**config.mk**
```make
export PLATFORM = sky130hd
export DESIGN_NAME = multicycle_control_fsm
export DESIGN_NICKNAME = d
export VERILOG_FILES = /design/src/rtl/mips_pkg.sv /design/src/rtl/multicycle_ctrl_decode.sv /design/src/rtl/multicycle_control_fsm.sv
export SDC_FILE = /design/constraint.sdc
export NUM_CORES = 1
export LEC_CHECK = 0
export ABC_AREA = 1
export CORE_MARGIN = 10
export CORE_UTILIZATION = 40
export CTS_CLUSTER_DIAMETER = 50
export DETAILED_ROUTE_END_ITERATION = 8
export PLACE_DENSITY = 0.86
export SKIP_CTS_REPAIR_TIMING = 1
export SLEW_MARGIN = 40
export SYNTH_ARGS = -nofsm -noshare
export SYNTH_HDL_FRONTEND = slang
export SYNTH_SLANG_ARGS = --single-unit
```
**constraint.sdc**
```tcl
create_clock -name clk -period 1.55 [get_ports clk]
set_input_delay 0.155 -clock clk [delete_from_list [all_inputs] [get_ports clk]]
set_output_delay 0.155 -clock clk [all_outputs]
set_load 0.01 [all_outputs]
```
**src/rtl/mips_pkg.sv**
```systemverilog
// Shared definitions for the multi-cycle MIPS control unit: opcodes, FSM state encodings,
// ALU-controller op codes, datapath select codes and the decoded control bundle.
package mips_pkg;

  // IR[31:26] opcodes handled by the controller
  localparam logic [5:0] OP_RTYPE = 6'b000000;
  localparam logic [5:0] OP_LW    = 6'b100011;
  localparam logic [5:0] OP_SW    = 6'b101011;
  localparam logic [5:0] OP_BEQ   = 6'b000100;
  localparam logic [5:0] OP_J     = 6'b000010;
  localparam logic [5:0] OP_ADDI  = 6'b001000;

  // Encodings 12..15 are unused and recover to StFetch
  typedef enum logic [3:0] {
    StFetch    = 4'd0,
    StDecode   = 4'd1,
    StMemAddr  = 4'd2,
    StMemRead  = 4'd3,
    StMemWb    = 4'd4,
    StMemWrite = 4'd5,
    StRExec    = 4'd6,
    StRWb      = 4'd7,
    StBranch   = 4'd8,
    StJump     = 4'd9,
    StAddiExec = 4'd10,
    StAddiWb   = 4'd11
  } state_e;

  localparam logic [1:0] ALUOP_ADD   = 2'b00;
  localparam logic [1:0] ALUOP_SUB   = 2'b01;
  localparam logic [1:0] ALUOP_FUNCT = 2'b10;

  localparam logic       SRC_A_PC  = 1'b0;
  localparam logic       SRC_A_REG = 1'b1;

  localparam logic [1:0] SRC_B_REG     = 2'b00;
  localparam logic [1:0] SRC_B_FOUR    = 2'b01;
  localparam logic [1:0] SRC_B_IMM     = 2'b10;
  localparam logic [1:0] SRC_B_IMM_SH2 = 2'b11;

  localparam logic [1:0] PC_SRC_ALU    = 2'b00;
  localparam logic [1:0] PC_SRC_ALUOUT = 2'b01;
  localparam logic [1:0] PC_SRC_JUMP   = 2'b10;

  // Ungated per-state control values. wait_ready marks a state whose pc_write/ir_write
  // only fire once memory reports ready.
  typedef struct packed {
    logic       pc_write;
    logic       pc_write_cond;
    logic       i_or_d;
    logic       mem_read;
    logic       mem_write;
    logic       ir_write;
    logic       mem_to_reg;
    logic       reg_dst;
    logic       reg_write;
    logic       alu_src_a;
    logic [1:0] alu_src_b;
    logic [1:0] alu_op;
    logic [1:0] pc_source;
    logic       wait_ready;
  } ctrl_t;

endpackage

```
**src/rtl/multicycle_ctrl_decode.sv**
```systemverilog
// Pure combinational state -> control decode for the multi-cycle MIPS controller.
// Ports:
//   state - current FSM state
//   ctrl  - ungated control values for that state (enable/memory gating done by the caller)
module multicycle_ctrl_decode
  import mips_pkg::*;
(
  input  state_e state,
  output ctrl_t  ctrl
);

  always_comb begin
    ctrl = '0;
    unique case (state)
      StFetch: begin
        ctrl.mem_read   = 1'b1;
        ctrl.i_or_d     = 1'b0;
        ctrl.alu_src_a  = SRC_A_PC;
        ctrl.alu_src_b  = SRC_B_FOUR;
        ctrl.alu_op     = ALUOP_ADD;
        ctrl.pc_source  = PC_SRC_ALU;
        ctrl.ir_write   = 1'b1;
        ctrl.pc_write   = 1'b1;
        ctrl.wait_ready = 1'b1;
      end
      StDecode: begin
        // Precompute the branch target while the opcode is decoded
        ctrl.alu_src_a = SRC_A_PC;
        ctrl.alu_src_b = SRC_B_IMM_SH2;
        ctrl.alu_op    = ALUOP_ADD;
      end
      StMemAddr, StAddiExec: begin
        ctrl.alu_src_a = SRC_A_REG;
        ctrl.alu_src_b = SRC_B_IMM;
        ctrl.alu_op    = ALUOP_ADD;
      end
      StMemRead: begin
        ctrl.mem_read = 1'b1;
        ctrl.i_or_d   = 1'b1;
      end
      StMemWb: begin
        ctrl.reg_write  = 1'b1;
        ctrl.mem_to_reg = 1'b1;
        ctrl.reg_dst    = 1'b0;
      end
      StMemWrite: begin
        ctrl.mem_write = 1'b1;
        ctrl.i_or_d    = 1'b1;
      end
      StRExec: begin
        ctrl.alu_src_a = SRC_A_REG;
        ctrl.alu_src_b = SRC_B_REG;
        ctrl.alu_op    = ALUOP_FUNCT;
      end
      StRWb: begin
        ctrl.reg_write = 1'b1;
        ctrl.reg_dst   = 1'b1;
      end
      StBranch: begin
        ctrl.alu_src_a     = SRC_A_REG;
        ctrl.alu_src_b     = SRC_B_REG;
        ctrl.alu_op        = ALUOP_SUB;
        ctrl.pc_write_cond = 1'b1;
        ctrl.pc_source     = PC_SRC_ALUOUT;
      end
      StJump: begin
        ctrl.pc_write  = 1'b1;
        ctrl.pc_source = PC_SRC_JUMP;
      end
      StAddiWb: begin
        ctrl.reg_write = 1'b1;
      end
      default: ctrl = '0;
    endcase
  end

endmodule

```
**src/rtl/multicycle_control_fsm.sv**
```systemverilog
// Main control FSM for the multi-cycle MIPS datapath.
// Ports:
//   clk, rst_n        - clock, async active-low reset
//   en                - 1 advances the FSM; 0 holds state and suppresses all write strobes
//   opcode            - IR[31:26], sampled in DECODE and MEM_ADDR only
//   mem_ready         - unified memory finished its access this cycle
//   pc_write .. pc_source - datapath enables and mux selects
//   illegal_op        - one-cycle pulse when DECODE sees an unsupported opcode
//   state             - current state, for debug
module multicycle_control_fsm
  import mips_pkg::*;
#(
  parameter int unsigned OPW     = 6,
  parameter int unsigned STATE_W = 4
) (
  input  logic               clk,
  input  logic               rst_n,
  input  logic               en,
  input  logic [OPW-1:0]     opcode,
  input  logic               mem_ready,
  output logic               pc_write,
  output logic               pc_write_cond,
  output logic               i_or_d,
  output logic               mem_read,
  output logic               mem_write,
  output logic               ir_write,
  output logic               mem_to_reg,
  output logic               reg_dst,
  output logic               reg_write,
  output logic               alu_src_a,
  output logic [1:0]         alu_src_b,
  output logic [1:0]         alu_op,
  output logic [1:0]         pc_source,
  output logic               illegal_op,
  output logic [STATE_W-1:0] state
);

  state_e state_q, state_d;
  ctrl_t  ctrl;
  logic   op_legal;

  multicycle_ctrl_decode u_decode (
    .state (state_q),
    .ctrl  (ctrl)
  );

  always_comb begin
    op_legal = 1'b1;
    case (opcode)
      OP_RTYPE, OP_LW, OP_SW, OP_BEQ, OP_J, OP_ADDI: op_legal = 1'b1;
      default:                                       op_legal = 1'b0;
    endcase
  end

  always_comb begin
    state_d = state_q;
    unique case (state_q)
      StFetch:    if (en && mem_ready) state_d = StDecode;
      StDecode: begin
        if (en) begin
          case (opcode)
            OP_LW, OP_SW: state_d = StMemAddr;
            OP_RTYPE:     state_d = StRExec;
            OP_BEQ:       state_d = StBranch;
            OP_J:         state_d = StJump;
            OP_ADDI:      state_d = StAddiExec;
            default:      state_d = StFetch;
          endcase
        end
      end
      StMemAddr: begin
        if (en) begin
          if (opcode == OP_LW)      state_d = StMemRead;
          else if (opcode == OP_SW) state_d = StMemWrite;
          else                      state_d = StFetch;
        end
      end
      StMemRead:  if (en && mem_ready) state_d = StMemWb;
      StMemWrite: if (en && mem_ready) state_d = StFetch;
      StRExec:    if (en) state_d = StRWb;
      StAddiExec: if (en) state_d = StAddiWb;
      StMemWb, StRWb, StAddiWb, StBranch, StJump: if (en) state_d = StFetch;
      // Unused encodings recover regardless of en
      default:    state_d = StFetch;
    endcase
  end

  always_ff @(posedge clk or negedge rst_n) begin
    if (!rst_n) state_q <= StFetch;
    else        state_q <= state_d;
  end

  always_comb begin
    pc_write      = en & ctrl.pc_write & (mem_ready | ~ctrl.wait_ready);
    ir_write      = en & ctrl.ir_write & mem_ready;
    pc_write_cond = en & ctrl.pc_write_cond;
    reg_write     = en & ctrl.reg_write;
    mem_write     = en & ctrl.mem_write;
    illegal_op    = en & (state_q == StDecode) & ~op_legal;
    i_or_d        = ctrl.i_or_d;
    mem_read      = ctrl.mem_read;
    mem_to_reg    = ctrl.mem_to_reg;
    reg_dst       = ctrl.reg_dst;
    alu_src_a     = ctrl.alu_src_a;
    alu_src_b     = ctrl.alu_src_b;
    alu_op        = ctrl.alu_op;
    pc_source     = ctrl.pc_source;
    // In reset only the fetch read request is visible; no strobe or select leaks out
    if (!rst_n) begin
      pc_write      = 1'b0;
      ir_write      = 1'b0;
      pc_write_cond = 1'b0;
      reg_write     = 1'b0;
      mem_write     = 1'b0;
      illegal_op    = 1'b0;
      i_or_d        = 1'b0;
      mem_read      = 1'b1;
      mem_to_reg    = 1'b0;
      reg_dst       = 1'b0;
      alu_src_a     = 1'b0;
      alu_src_b     = 2'b00;
      alu_op        = 2'b00;
      pc_source     = 2'b00;
    end
  end

  assign state = STATE_W'(state_q);

endmodule

```
# Word-level counts from Yosys, hierarchy flattened
# Cells that the tools add are included.
totals:
  reg_bits: 4
  inputBits: 10
  output_inout_bits: 21
  word_cells: 87
classes:
  n_eq_ne: 24
  mux: 38
  n_bitwise: 12
  n_reduce_logical: 12
op_table:
  columns: ["cell", "count"]
  rows:
  - ["$mux W4", 8]
  - ["$pmux W4 S8", 1]
  - ["$pmux W5 S5", 1]
  - ["$mux W1", 21]
  - ["$pmux W4 S5", 1]
  - ["$eq A4 B3 Y1 const B", 4]
  - ["$eq A4 B4 Y1 const B", 4]
  - ["$ne A2 B2 Y1 const B", 8]
  - ["$eq A6 B6 Y1 const B", 2]
  - ["$reduce_or A2 Y1", 5]
  - ["$and A1 B1 Y1", 9]
  - ["$eq A4 B2 Y1 const B", 2]
  - ["$reduce_and A8 Y1", 1]
  - ["$eq A6 B2 Y1 const B", 1]
  - ["$eq A6 B3 Y1 const B", 1]
  - ["$eq A6 B4 Y1 const B", 1]
  - ["$logic_not A6 Y1", 1]
  - ["$mux W2", 3]
  - ["$mux W3", 2]
  - ["$reduce_or A6 Y1", 1]
  - ["$reduce_or A5 Y1", 1]
  - ["$eq A4 B1 Y1 const B", 1]
  - ["$logic_not A4 Y1", 1]
  - ["$pmux W2 S2", 1]
  - ["4 further kinds", 5]

# Depth between registers and ports, before layout
# Gate-level depths: netlist of the first run.
depth:
  depth_word: 6
  mapped_depth: 10
  ltp_nobuf: 10

# Hierarchy
# Synthesis of the first run repeated with hierarchy kept, for this count alone.
hier_totals:
  hier_cells: 172
  area_unflattened_um2: 819.5
by_module_without_submodules:
  columns: ["module", "instances", "cells_each", "area_per_inst_um2", "seq_area_each_um2"]
  rows:
  - ["multicycle_control_fsm", 1, 133, 656.9, 100.1]
  - ["multicycle_ctrl_decode", 1, 39, 162.7, 0.0]

# Least setup slack after synthesis of the first run
# No wires, ideal clock.
synth_path:
  path_kind: "reg-to-output"
  startpoint: "register state_q[1], in the netlist state[1]"
  endpoint: "output ir_write"
  arrival_time_ps: 1224
  t_required_ps: 1395
  setup_slack_ps: 171
  stages_incl_launch_ff: 7
  n_path_buf: 1
  path_cell_list: "dfrtp_1 -> buf_6 -> nor2_1 -> inv_1 -> nor2_2 -> inv_1 -> nor3_1"
synth_between:
  elab_chain_cells: 5
synth_lines:
  columns: ["item", "line", "rtl"]
  rows:
  - ["start, declared", "multicycle_control_fsm.sv:38", "state_e state_q, state_d;"]
  - ["start signal, assigned", "multicycle_control_fsm.sv:89", "if (!rst_n) state_q <= StFetch;"]
  - ["start signal, assigned", "multicycle_control_fsm.sv:90", "else state_q <= state_d;"]
  - ["$logic_not A4 Y1", "multicycle_ctrl_decode.sv:14", "unique case (state)"]
  - ["$mux W1", "multicycle_ctrl_decode.sv:14", null]
  - ["$and A1 B1 Y1 (2 in a row)", "multicycle_control_fsm.sv:95", "ir_write = en & ctrl.ir_write & mem_ready;"]
  - ["$mux W1", "multicycle_control_fsm.sv:109", "if (!rst_n) begin"]
  - ["end, declared", "multicycle_control_fsm.sv:26", "output logic ir_write,"]
# Every way passes these cells.

# Worst setup path after layout of the first run
layout_path:
  startpoint: "register state_q[1], in the netlist state[1]"
  endpoint: "output pc_write"
layout_between:
  elab_chain_cells: 6
  word_cells_on_any_way: 10
  classes_between: "eq/ne: 1; mux: 3; bitwise: 4; reduce/logical: 2"
layout_lines:
  columns: ["item", "line", "rtl"]
  rows:
  - ["$eq A4 B4 Y1 / $logic_not A4 Y1 (equally long branches)", "multicycle_ctrl_decode.sv:14", null]
  - ["$reduce_or A2 Y1 (no source line) / $mux W1 (equally long branches)", null, null]
  - ["$mux W1 / $not A1 Y1 (equally long branches)", "multicycle_ctrl_decode.sv:14, multicycle_control_fsm.sv:94", null]
  - ["$and A1 B1 Y1 / $or A1 B1 Y1 (equally long branches)", "multicycle_control_fsm.sv:94", "pc_write = en & ctrl.pc_write & (mem_ready | ~ctrl.wait_ready);"]
  - ["$and A1 B1 Y1 (*)", "multicycle_control_fsm.sv:94", null]
  - ["$mux W1 (*)", "multicycle_control_fsm.sv:109", null]
  - ["end, declared", "multicycle_control_fsm.sv:21", "output logic pc_write,"]
# Every way passes the cells marked *; elsewhere a longest branch is shown, timed or not.

==> results of run 1 <==
routing by layer:
layer / vias up / track usage [%] / routed length (um)
met5: - / 0 / 0
met4: 0 / 2.56 / 233
met3: 26 / 2.54 / 276
met2: 84 / 26.6 / 1920
met1: 529 / 13.7 / 1410
li1: 526 / - / -
where the power goes:
| part | switching, uW | internal [uW] | leakage (uW) |
|---|---|---|---|
| combinational | 598 | 445 | 0.000712 |
| clock | 48.2 | 87.0 | 0.0000138 |
| sequential | 48.0 | 132 | 0.0000493 |
synthesized netlist by cell type:
| cell | count | area share [%] |
|---|---|---|
| nand3b_1 | 2 | 2.3 |
| nand4_1 | 2 | 1.9 |
| nor3_1 | 6 | 4.7 |
| inv_2 | 1 | 0.58 |
| nand3_1 | 11 | 8.6 |
| nor2_1 | 24 | 14 |
| o21ai_0 | 1 | 0.78 |
| inv_1 | 18 | 11 |
| nand2_4 | 1 | 1.8 |
| nand2_2 | 3 | 2.9 |
| o21ai_2 | 1 | 1.4 |
| clkinv_1 | 1 | 0.58 |
| nand3_2 | 1 | 1.6 |
| nor2_2 | 6 | 5.8 |
| buf_6 | 1 | 1.8 |
| a21oi_1 | 3 | 2.3 |
| dfrtp_1 | 4 | 16 |
| nand2_1 | 39 | 23 |
worst max-delay path: stages, from the launching register on:
cell,delay [ps]
dfrtp_2,450
nor2_4,140
inv_2,70
nor2_4,190
nand2_1,110
a21oi_2,180
buf_2,180
worst max path at each step:
stage	from	to	slack, ps	cells past startpoint
after floorplan	state[1]	ir_write	170	6
after global placement	opcode[2]	illegal_op	-320	6
after detailed placement	opcode[2]	illegal_op	-400	6
after CTS	state[1]	ir_write	-550	6
after global routing	state[3]	pc_write	-190	6
final	state[1]	pc_write	-170	6
cells by family after synthesis:
family | count (synthesis) | synth area share [%]
flops | 4 | 15.6
simple gates | 95 | 66.5
compound gates | 5 | 4.48
buf+inv | 21 | 13.4
layout make-up:
type	instances	area (um2)
multi-input cells	100	569
repair buffers	65	528
inverters	20	77.6
fillers	78	185
clock buffers	3	22.5
flip-flops and latches	4	104
well taps	16	20.0
stage by stage:
step	instances	setup WS, ps	setup TNS (ps)
CTS	202	-549	-6710
detailed placement	199	-405	-3510
global route	208	-193	-2660
finish	208	-169	-1350
global placement	199	-317	-2910
floorplan	125	171	0
==> flow_summary_export.csv, run 1 <==
group,metric,value,unit
logic_synthesis,yosysUniqueCellTypes,18,
worst_setup_path,rr_endpoint,"state[3]",
final_layout,layout_commonest_cell,"nand2_1",
cts,tritoncts,"built",
place,dp_hpwl,2120,um
power,ir_drop,0.000744,V
timing,period_needed,1720,ps
global_route,grt_util_all_layers,13.4,%
cts,cts_buffer_depth,2,
timing,period_share,111,%
drt,routedWlPerCell,18.5,um
global_route,grt_pass1_wl,3950,um
timing,slew-limit-headroom,84.7,%
logic_synthesis,synth_cells,125,
final_layout,num_antenna_cells,0,
timing,rsz0062_at_grt,"yes",
timing,max_freq,0.582,GHz
place,place.gp.congestion,0.860,
global_route,antenna_found_initial,0,
logic_synthesis,syn_avg_cell_area,5.13,um2
power,total_power,1360,uW
drt,ant_nets,0,
die,core-area,1510,um2
timing,tightest_slew,229,ps
cts,path_clk_slew,40,ps
final_layout,syn2layout_area_growth,106,%
final_layout,final_util,87.7,%
cts,clk_latency,240,ps
worst_setup_path,crit_type,"reg -> out",
cts,cts_root_buf,"clkbuf_4",
logic_synthesis,synthesis.area,642,um2
die,start_util,42.6,%
logic_synthesis,yosysWarnings,0,
die,die_x,60.1,um
power,p_per_area,1030,nW/um2
timing,setup_viol,20,
logic_synthesis,synth_nets,135,
final_layout,final_area,1320,um2
run_status,violations,"negative setup slack",
worst_setup_path,cp.arrival,1560,ps
cts,numCtsBuffers,3,
final_layout,drive_gt1_share,46.4,%
die,die-area,3610,um2
cts,cts_num_sinks,4,
timing,hold_violations,0,
place,placed_area,1170,um2
logic_synthesis,ys_seq_elements,4,
worst_setup_path,rrSetupSlack,-110,ps
global_route,gr-total-overflow,0,
worst_setup_path,critical_path_required,1390,ps
worst_hold_path,hold_path_class,"in -> async",
worst_setup_path,rr_worst_depth,10,
die,io_pins,31,
die,rows,14,
global_route,grt_pass1_vias,958,
drt,drcViolationCount,0,
timing,layout_setup_ws,-169,ps
cts,htree_levels,1,
worst_setup_path,reg2reg_from,"state[3]",
place,numPortBuffers,30,
timing,skew,7.81,ps
run_status,status,"finished, violations left",
drt,num_vias,1165,
worst_setup_path,crit_path_end_kind,"primary output",
logic_synthesis,seq_area_frac_synth,15.6,%
timing,slew_violations,0,
flow_run,drv_cap,0,
drt,first_pass_iters,4,
worst_setup_path,critPathLaunchType,"flip-flop",
final_layout,largest_reg_flops,4,
drt,wirelength,3840,um
final_layout,mostFrequentLayoutCells,"nand2_1 (32), buf_4 (30), nor2_1 (20)",
drt,vias_per_cell,5.60,
power,power_leakage,0.000775,uW
timing,hold_ws,254,ps
drt,drt_iter0_drc,79,
global_route,grt_max_degree,11,
worst_setup_path,critPathMaxFanout,6,
final_layout,layout.nets,204,
die,fp.dieH,60.1,um
Note: power is estimated with default switching activity, not from simulation.
==> inputs of run 2 (changes only) <==
SLEW_MARGIN = 0   (was 40)
==> results of run 2 <==
Final layout, timing and power as in run 1 (identical DEF).
==> inputs of run 3 (changes only) <==
SETUP_SLACK_MARGIN = 0.5   (was unset)
clock period = 1.72 ns   (was 1.55 ns; I/O delays follow)
==> run 3 against run 2 <==
Compared with the run above:
- the run now ends clean
- clock power increased by 9.6%
- sequential share of layout area increased by 0.30 points
- die area unchanged
- largest power group unchanged
- highest routed layer unchanged
==> flow_summary_export.csv, run 3 (same netlist as run 1, synthesis figures left out) <==
group,metric,value,unit
run_status,status,"completed",
power,ir_drop,0.000601,V
final_layout,final_util,85.5,%
final_layout,num_antenna_cells,0,
power,power_leakage,0.000770,uW
cts,htree_levels,1,
worst_setup_path,crit_path_max_incr_delay,460,ps
drt,vias_per_cell,5.43,
drt,drcViolationCount,0,
global_route,met2_usage,26.2,%
worst_setup_path,crit_type,"reg -> out",
die,core-area,1510,um2
place,post-place-ws,-251,ps
timing,slew-limit-headroom,84.0,%
worst_setup_path,critical_path_required,1550,ps
worst_setup_path,cp.arrival,1480,ps
final_layout,syn2layout_area_growth,101,%
worst_setup_path,critPathTopFamily,"flip-flops",
final_layout,layout_commonest_cell,"nand2_1",
cts,cts_num_sinks,4,
timing,hold_ws,463,ps
cts,cts_buffer_depth,2,
global_route,grt_max_degree,11,
global_route,antenna_found_initial,0,
die,start_util,42.6,%
worst_hold_path,hold_path_class,"in -> async",
power,p_seq_share,12.8,%
power,combPwrFrac,75.3,%
power,switching_power,631,uW
place,placed_area,1160,um2
die,die-area,3610,um2
final_layout,largest_reg_flops,4,
final_layout,final_area,1290,um2
power,p_sw_share,50.6,%
final_layout,layout.nets,197,
global_route,grt.busiest_layer,"met2",
timing,tightest_slew,238,ps
global_route,grtUsageMet1,13.0,%
timing,period_share,95.8,%
drt,drt_iter0_drc,45,
flow_run,drv_cap,0,
die,fp.dieH,60.1,um
worst_setup_path,path_depth,8,
cts,clk_latency,260,ps
worst_setup_path,cp_slowest_cell,"dfrtp_2",
cts,cts_root_buf,"clkbuf_4",
drt,ant_nets,0,
worst_setup_path,rrSetupSlack,150,ps
timing,setup_viol,0,
die,rows,14,
timing,layout_setup_ws,72.1,ps
die,die_x,60.1,um
global_route,grt_pass1_vias,965,
timing,period_needed,1650,ps
timing,tns,0,ps
place,place.gp.congestion,0.915,
global_route,met3_usage,4.87,%
worst_setup_path,crit_path_end_kind,"primary output",
worst_setup_path,critPathLaunchType,"flip-flop",
global_route,grt_pass1_wl,3990,um
worst_setup_path,critPathBufInv,3,
final_layout,drive_gt1_share,48.4,%
timing,hold_violations,0,
global_route,gr-total-overflow,0,
cts,numCtsBuffers,3,
drt,wirelength,3230,um
timing,slew_violations,0,
timing,max_freq,0.607,GHz
drt,first_pass_iters,4,
timing,rsz0062_at_grt,"yes",
timing,skew,21.0,ps
die,io_pins,31,
drt,routedWlPerCell,16.0,um
global_route,grt_util_all_layers,13.6,%
cts,tritoncts,"built",
drt,num_vias,1097,
worst_setup_path,reg2reg_from,"state[2]",
final_layout,mostFrequentLayoutCells,"nand2_1 (31), buf_4 (23), nor2_1 (20)",
power,p_clk_share,11.9,%
worst_setup_path,critPathMaxFanout,4,
power,power.internal,615,uW
place,numPortBuffers,30,
worst_setup_path,crit_chain,"buf_4, nand2_2, nor2_2, nor2_2, nand2_1, nand2_1, inv_1, buf_6",
place,dp_hpwl,2120,um
cts,path_clk_slew,60,ps
worst_setup_path,rr_worst_depth,10,
power,p_per_area,966,nW/um2
worst_setup_path,startpoint,"state[2]",
[run 3: cell types whose count changed in the layout (fill, tap and decap cells not counted), sizes merged]
cell / delta
clkbuf: -4
clkdlybuf4s50: -4
dlygate4sd3: +1
dlymetal6s2s: +1
[run 3: metal layers]
layer  wire [um]  vias up  share of wire [%]
met5           0        -                  0
met2        1650       62                 51
met1        1150      513                 36
li1            -      508                  -
met3         281       14                8.7
met4         137        0                4.2
[run 3: final cells by class]
class | instances | area [um2]
flip-flops and latches | 4 | 105
well taps | 16 | 20.0
inverters | 20 | 77.6
multi-input cells | 100 | 598
clock buffers | 4 | 26.3
repair buffers | 58 | 462
fillers | 91 | 218
[run 3: stage by stage]
step	instances	power [uW]
after CTS	197	1060
after global routing	202	1330
after floorplan	125	581
after global placement	193	897
after detailed placement	193	921
final	202	1250
[run 3: path summary, 6_finish.rpt]
path | end
setup / recovery | alu_src_a
hold / removal | state[0]
setup reg to reg | state[3]
hold reg to reg | state[1]
max in group asynchronous | state[1]
min in group clk | state[1]
[run 3: power by group through the flow]
stage | Clock, uW | Sequential [uW] | Combinational [uW]
6_report | 148 | 159 | 938
5_1_grt | 165 | 162 | 1000
4_1_cts | 141 | 156 | 767
3_5_place_dp | 0 | 157 | 764
3_3_place_gp | 0 | 156 | 742
2_1_floorplan | 0 | 166 | 415
[run 3: worst reg2reg max path, delay by kind of cell (launching register included)]
family | cells | cell delay, ps
AND/OR/NAND/NOR | 8 | 680
flip-flops | 1 | 460
buffers and inverters | 2 | 290
